===== config.mk =====
export PLATFORM = sky130hd
export DESIGN_NAME = psr_cond_unit
export DESIGN_NICKNAME = d
export VERILOG_FILES = /design/src/rtl/psr_cond_unit.sv
export SDC_FILE = /design/constraint.sdc
export NUM_CORES = 1
export LEC_CHECK = 0
export CORE_MARGIN = 2
export CORE_UTILIZATION = 35
export CTS_CLUSTER_SIZE = 16
export DETAILED_ROUTE_END_ITERATION = 10
export PLACE_DENSITY_LB_ADDON = 0.1
export SETUP_SLACK_MARGIN = 0.5
export SYNTH_ARGS = -nofsm -noshare
export SYNTH_HDL_FRONTEND = slang
export SYNTH_SLANG_ARGS = --single-unit
export TNS_END_PERCENT = 20

===== constraint.sdc =====
create_clock -name clk -period 1.9 [get_ports clk]
set_input_delay 0.38 -clock clk [delete_from_list [all_inputs] [get_ports clk]]
set_output_delay 0.38 -clock clk [all_outputs]
set_load 0.01 [all_outputs]

===== src/rtl/psr_cond_unit.sv =====
// PSR flag register, one-deep interrupt shadow and CR-16 condition evaluation.
// Optional build macro COND_BYPASS_EN: cond_true evaluates the PSR next-state value.
module psr_cond_unit #(
   parameter int DATA_WIDTH  = 16,
   parameter int FLAG_MASK_W = 5
) (
   input  logic                   clk,
   input  logic                   reset_n,
   input  logic                   alu_c,
   input  logic                   alu_l,
   input  logic                   alu_f,
   input  logic                   alu_z,
   input  logic                   alu_n,
   input  logic [FLAG_MASK_W-1:0] flag_we,
   input  logic                   psr_wr,
   input  logic [DATA_WIDTH-1:0]  psr_din,
   input  logic                   save,
   input  logic                   restore,
   input  logic [3:0]             cond,
   output logic [DATA_WIDTH-1:0]  psr_dout,
   output logic                   cond_true,
   output logic                   shadow_valid,
   output logic                   restore_err
);

   // Internal flag vector order is {N,Z,F,L,C}, matching flag_we.
   localparam int NF = 5;

   logic [NF-1:0] flags_r;
   logic [NF-1:0] shadow_r;
   logic          shadow_valid_r;
   logic          restore_err_r;
   logic [NF-1:0] flags_nxt_s;
   logic [NF-1:0] alu_vec_s;
   logic [NF-1:0] eval_flags_s;

   function automatic logic eval_cond(input logic [3:0] cc, input logic [NF-1:0] f);
      logic c_v, l_v, fl_v, z_v, n_v, res_v;
      c_v  = f[0];
      l_v  = f[1];
      fl_v = f[2];
      z_v  = f[3];
      n_v  = f[4];
      case (cc)
         4'b0000: res_v = z_v;
         4'b0001: res_v = ~z_v;
         4'b0010: res_v = c_v;
         4'b0011: res_v = ~c_v;
         4'b0100: res_v = l_v;
         4'b0101: res_v = ~l_v;
         4'b0110: res_v = n_v;
         4'b0111: res_v = ~n_v;
         4'b1000: res_v = fl_v;
         4'b1001: res_v = ~fl_v;
         4'b1010: res_v = ~l_v & ~z_v;
         4'b1011: res_v = l_v | z_v;
         4'b1100: res_v = ~n_v & ~z_v;
         4'b1101: res_v = n_v | z_v;
         4'b1110: res_v = 1'b1;
         4'b1111: res_v = 1'b0;
         default: res_v = 1'b0;
      endcase
      return res_v;
   endfunction

   assign alu_vec_s = {alu_n, alu_z, alu_f, alu_l, alu_c};

   // PSR next-state: restore beats psr_wr beats per-flag ALU writes.
   always_comb begin
      flags_nxt_s = flags_r;
      if (restore) begin
         if (shadow_valid_r) begin
            flags_nxt_s = shadow_r;
         end else begin
            flags_nxt_s = flags_r;
         end
      end else if (psr_wr) begin
         flags_nxt_s = {psr_din[7], psr_din[6], psr_din[5], psr_din[2], psr_din[0]};
      end else begin
         for (int i = 0; i < NF; i++) begin
            if (flag_we[i]) begin
               flags_nxt_s[i] = alu_vec_s[i];
            end else begin
               flags_nxt_s[i] = flags_r[i];
            end
         end
      end
   end

   // PSR, shadow and restore error state.
   always_ff @(posedge clk) begin
      if (!reset_n) begin
         flags_r        <= 5'b00000;
         shadow_r       <= 5'b00000;
         shadow_valid_r <= 1'b0;
         restore_err_r  <= 1'b0;
      end else begin
         flags_r       <= flags_nxt_s;
         restore_err_r <= restore & ~shadow_valid_r;
         if (restore) begin
            shadow_valid_r <= 1'b0;
         end else if (save) begin
            shadow_r       <= flags_r;
            shadow_valid_r <= 1'b1;
         end else begin
            shadow_r       <= shadow_r;
            shadow_valid_r <= shadow_valid_r;
         end
      end
   end

   // Place flags at their architectural PSR bit positions.
   always_comb begin
      psr_dout    = {DATA_WIDTH{1'b0}};
      psr_dout[0] = flags_r[0];
      psr_dout[2] = flags_r[1];
      psr_dout[5] = flags_r[2];
      psr_dout[6] = flags_r[3];
      psr_dout[7] = flags_r[4];
   end

`ifdef COND_BYPASS_EN
   assign eval_flags_s = flags_nxt_s;
`else
   assign eval_flags_s = flags_r;
`endif

   assign cond_true    = eval_cond(cond, eval_flags_s);
   assign shadow_valid = shadow_valid_r;
   assign restore_err  = restore_err_r;

endmodule


After elaboration in Yosys (flattened, before gate mapping). Index checks and enable logic that the tools add are counted. Widths: inputs -> output; s select.

Word-level logic and storage cells: 59. Output and inout port bits: 19. Register bits: 12. Input port bits: 35.

Eq/ne operators: 16. Reductions and logical operators: 13. Multiplexer cells: 9. Bitwise logic cells: 13.

Operators with widths (count): $eq 4x4->1 const B (8); $eq 4x3->1 const B (4); $pmux 1 s16 (1); $mux 5 (3); $reduce_bool 3->1 (5); $reduce_and 2->1 (6); $eq 4x2->1 const B (2); $not 1->1 (8); $mux 1 (5); $eq 4x1->1 const B (1); $logic_not 4->1 (1); $and 1x1->1 (3); $ne 2x1->1 const B (1); $or 1x1->1 (2); $reduce_or 2->1 (1).

Depth between registers and ports, before layout.
Depth after elaboration: 3. Depth in mapped cells: 6. Gate-level depth less buffers: 5.

Worst setup path after synthesis. OpenSTA, ideal clock, no wires.

Path kind: input port to output port. Start: in cond[0]. End: out cond_true. Buffers on the path: 1. Data required time: 1.520 ns. Stages: 5. Slack: 0.297 ns. Arrival time: 1.223 ns. Path through: buf_2 nor4b_1 a21oi_1 o311ai_1 o21a_1.

Word-level cells in the longest chain between the ends: 2. Elaborated cells between the ends (all ways): 17. Classes of those cells: eq/ne (15); mux (1); reduce/logical (1).

RTL lines: start, declared (RTL line 19) `input logic [3:0] cond,`; $eq 4x4->1 (tied with other cells) (RTL line 44) `case (cc)`; $pmux 1 s16 (*) (RTL line 44); end, declared (RTL line 21) `output logic cond_true,`.

Mark *: on every way between the ends. The rest lies on a longest branch, timed or not.

Worst setup path in the final report.
Start: reg flags_r[3] (netlist: eval_flags_s[3]). End: out cond_true.

Word-level cells in the longest chain between the ends: 3. Elaborated cells between the ends (all ways): 6. Classes of those cells: mux (1); bitwise (5).

RTL lines: start, declared (RTL line 29) `logic [NF-1:0] flags_r;`; start signal, assigned (RTL line 98) `flags_r <= flags_nxt_s;`; $not 1->1 (RTL line 46, 55, 57); $and 1x1->1 (on tied branches) (RTL line 57, 55); $pmux 1 s16 (*) (RTL line 44).

Marked as above.

==> summary by stage <==
Outcome
The flow ran to the end, and the final reports show no timing, DRC or antenna violations.

Floorplanning
The core region is 2212 µm². The overall die height is 52.32 µm. The number of primary I/O pins is 54. The count of standard-cell rows is 17.

The die covers 2737 µm². The starting utilization of the core area is 0.3693. The die boundary width is 52.32 µm.

Pwr
The cell internal power dissipation is 0.0004884 W. The sequential group share of total power is 0.401. The worst supply voltage drop on vdd is 0.0003957 V.

The total leakage power is 0.6572 nW. Of the total power, the share spent switching nets is 0.2717. The net load switching power is 0.0001822 W. The relative contribution of the clock network to total power is 0.307. The share of power burned in combinational logic is 0.292.

In this run the power density over the cells is 529.1 nW/µm².

Cells and area
The post-layout net count is 179. Relative to the synthesized area, the layout overhead comes to 55.13%. The post-route cell area is 1267 µm². The count of filler cells inserted in the layout is 224. The layout cell share with drive strength beyond 1 is 0.2308.

0 antenna diodes ended up in the layout.

Timing
The upper clock frequency limit is 539.7 MHz. In the finished design, the share of the clock period the worst path needs comes to 0.9751. Setup violations remaining at the end of the flow were counted as 0. The worst setup margin is 0.04728 ns. The max-slew violation count is 0. Setup repair after global routing could not meet its margin everywhere. After layout, the minimum clock period comes to 1.853 ns. The hold violation total from the final report is 0. Clock skew on the completed layout was measured at 0.001081 ns.

Placement
The total of buffers placed on input and output ports is 31. The post-placement cell area is 1185 µm². Routability-driven placement finished with a final weighted congestion of 0.7766. Timing analysis after detailed placement gives a worst setup slack of -0.7225 ns. The detailed-placement wirelength estimate is 1.490 mm.

Logic synthesis
Averaged over all synthesized cells, the footprint is 8.170 µm². Synthesis inferred 12 register bits. In this run, distinct cell masters in the synthesized netlist total 27. The portion of the post-synthesis area used by sequential elements is 0.2940. Synthesis handed over a netlist of 100 instances. The count of yosys warnings during synthesis is 0. The post-synthesis cell area is 817.0 µm².

Drt
The routed design has 1.933 mm of wire. The initial detailed-routing violation count is 8. The number of nets with antenna violations after routing is 0. The routed layout has 804 vias. For this run, design rule violations remaining after detail routing come to 0.

The number of detailed-routing iterations run before antenna repair is 4. In the final routed layout, each cell accounts on average for 11.30 µm. The average via count per standard cell is 4.702.

Setup path
The worst-path cell with the longest stage delay is sky130_fd_sc_hd__dfxtp_4. The arrival time at the worst endpoint is 1.47 ns. The number of cells on the critical path is 5. The depth of the worst register-to-register path is 4.

The critical path is of the reg -> out type. The worst register-to-register path ends at eval_flags_s[4]$_SDFFE_PN0P_. The termination of the worst setup path is cond_true. On the worst path, the slowest cell contributes a delay of 0.36 ns. The slack of the worst reg-to-reg path is 0.77 ns. The number of buffers and inverters on the critical path is 1. The critical path goes through nor4b_4 > a21oi_1 > o311ai_1 > o21a_1 > buf_2.

The required time at the worst-slack endpoint is 1.52 ns. The worst flop-to-flop path startpoint is shadow_valid$_SDFFE_PP0P_. The kind of start point of the critical path is a register. STA classifies the critical path endpoint as a primary output. Along the worst path, the maximum fanout reaches 3.

Among cell families on the critical path, the largest total delay comes from compound AO/OA/AOI/OAI gates. The source of the critical timing path is eval_flags_s[3]$_SDFFE_PN0P_.

Clocking
The quantity of hold-fixing buffers added after cts is 0. The number of H-tree levels is 1. The clock tree buffer depth is 2.

Clock-pin slew was measured on the worst setup and hold paths at 0.08 ns. CTS placed an instance of sky130_fd_sc_hd__clkbuf_4 at the clock tree root. At the later pin of the worst-skew pair, clock insertion delay measures 0.27 ns. The CTS tree is built.

Clock tree synthesis inserted a total of 3 buffers. The clock net in this run drives a total of 12 sinks.

Flow run
The number of max-cap violations is 0.

Global routing
Entering global routing, the biggest net connects 13 pins. The number of global-route vias before repair is 734. For this run, the total global-route usage over all layers was measured as 0.1518. The total overflow left after global routing is 0. The initial antenna violation count is 0. The global-route wire length before repair is 3.098 mm.

Min path
The source of the worst hold timing path is shadow_r[3]$_SDFFE_PN0P_. The path class of the lowest-slack min-delay path is reg -> reg.
placed cells by master, fill, tap and decap left out, drive strengths merged:
| master | Yosys | routed |
|---|---|---|
| dlymetal6s2s | 0 | 7 |
| xor2 | 1 | 1 |
| nor2b | 2 | 2 |
| buf | 15 | 19 |
| xnor2 | 1 | 1 |
| dlygate4sd2 | 0 | 2 |
| nand2 | 6 | 6 |
| a32oi | 1 | 1 |
| a211oi | 1 | 1 |
| nand2b | 1 | 1 |
| nor2 | 15 | 15 |
| conb | 1 | 11 |
| a21oi | 2 | 2 |
| or2 | 1 | 1 |
| o21ai | 11 | 11 |
| nand3 | 1 | 1 |
| o21a | 1 | 1 |
| nor4b | 1 | 1 |
| o2bb2ai | 1 | 1 |
| mux2i | 17 | 17 |
| mux2 | 1 | 1 |
| nor3 | 2 | 2 |
| inv | 2 | 2 |
| clkdlybuf4s50 | 0 | 17 |
| o311ai | 1 | 1 |
| dfxtp | 12 | 12 |
| clkbuf | 2 | 5 |
| o21bai | 1 | 1 |
power groups by stage:
stage | registers, W | clock network, W | logic [W]
after floorplan | 0.000279 | 0 | 0.000108
after global placement | 0.000275 | 0 | 0.000193
after detailed placement | 0.000275 | 0 | 0.000195
after CTS | 0.000268 | 0.000210 | 0.000193
after global routing | 0.000270 | 0.000221 | 0.000214
final | 0.000269 | 0.000206 | 0.000196
through the flow:
step / total power [W] / TNS, ns / cells / util / hold slack [ns]
6_report: 0.0006706 / 0 / 171 / 0.5730 / 0.5009
5_1_grt: 0.0007050 / -0.07174 / 171 / 0.5730 / 0.5389
4_1_cts: 0.0006717 / 0 / 171 / 0.5554 / 0.5101
3_5_place_dp: 0.0004700 / -0.7225 / 165 / 0.5356 / 0.4905
3_3_place_gp: 0.0004678 / -0.7012 / 165 / 0.5356 / 0.4740
2_1_floorplan: 0.0003873 / 0 / 110 / - / 0.4602
cell usage after synthesis (all sizes together):
library cell | number | area share
nor2b | 2 | 0.015
a32oi | 1 | 0.011
o21bai | 1 | 0.0092
nor4b | 1 | 0.011
o311ai | 1 | 0.011
o21ai | 11 | 0.067
nor2 | 15 | 0.069
a211oi | 1 | 0.0092
clkbuf | 2 | 0.0092
mux2 | 1 | 0.014
mux2i | 17 | 0.21
dfxtp | 12 | 0.29
xnor2 | 1 | 0.011
o2bb2ai | 1 | 0.011
inv | 2 | 0.0092
nand2b | 1 | 0.0077
nor3 | 2 | 0.012
xor2 | 1 | 0.011
nand3 | 1 | 0.0061
o21a | 1 | 0.0092
a21oi | 2 | 0.012
buf | 15 | 0.14
nand2 | 6 | 0.028
or2 | 1 | 0.011
conb | 1 | 0.0046
kinds of logic (layout without fill, tap and decap cells):
family / Yosys count / after routing / share of synthesized area
simple gates: 29 / 29 / 0.1593
other cells: 1 / 11 / 0.004590
flops: 12 / 12 / 0.2940
buf+inv: 19 / 52 / 0.1593
mux: 18 / 18 / 0.2220
xor+xnor: 2 / 2 / 0.02144
compound gates: 19 / 19 / 0.1394
worst min-delay path by stage:
stage	to	depth (start not counted)	slack (ns)
after CTS	shadow_r[1]$_SDFFE_PN0P_	2	0.51
after floorplan	shadow_r[0]$_SDFFE_PN0P_	2	0.46
after global placement	shadow_r[2]$_SDFFE_PN0P_	2	0.47
after detailed placement	shadow_r[1]$_SDFFE_PN0P_	2	0.49
after global routing	shadow_valid$_SDFFE_PP0P_	2	0.54
final	shadow_r[3]$_SDFFE_PN0P_	2	0.50
registers in the layout, indices dropped and copies added (netlist names):
name / count
eval_flags_s: 5
restore_err: 1
shadow_r: 5
shadow_valid: 1
worst reg2reg max path, delay by kind of cell (launching register included):
family | cells | cell delay [ns]
flip-flops | 1 | 0.32
multiplexers | 1 | 0.22
AND/OR/NAND/NOR | 2 | 0.30
AO/OA/AOI/OAI | 1 | 0.17
metal layers:
| layer | GRT usage | vias to the layer above | share of wire |
|---|---|---|---|
| met4 | 0.05128 | 0 | 0.012 |
| li1 | - | 408 | - |
| met1 | 0.1916 | 363 | 0.44 |
| met3 | 0.03143 | 4 | 0.069 |
| met2 | 0.2542 | 29 | 0.48 |
| met5 | 0 | - | 0 |
repair_timing:
item | 4_1_cts | 5_1_grt
endpoints found under the setup margin | 18 | 18
pin swaps | 3 | 4
setup buffers | 2 | 0
resized for setup | 25 | 17
layout make-up:
class	count	area (µm²)	share of cell area
inverters	2	7.507	0.005923
repair buffers	46	430.4	0.3396
well taps	28	35.03	0.02764
multi-input cells	79	506.7	0.3998
flip-flops and latches	12	251.5	0.1984
clock buffers	4	36.28	0.02863
(Power assumes the default switching activity.)
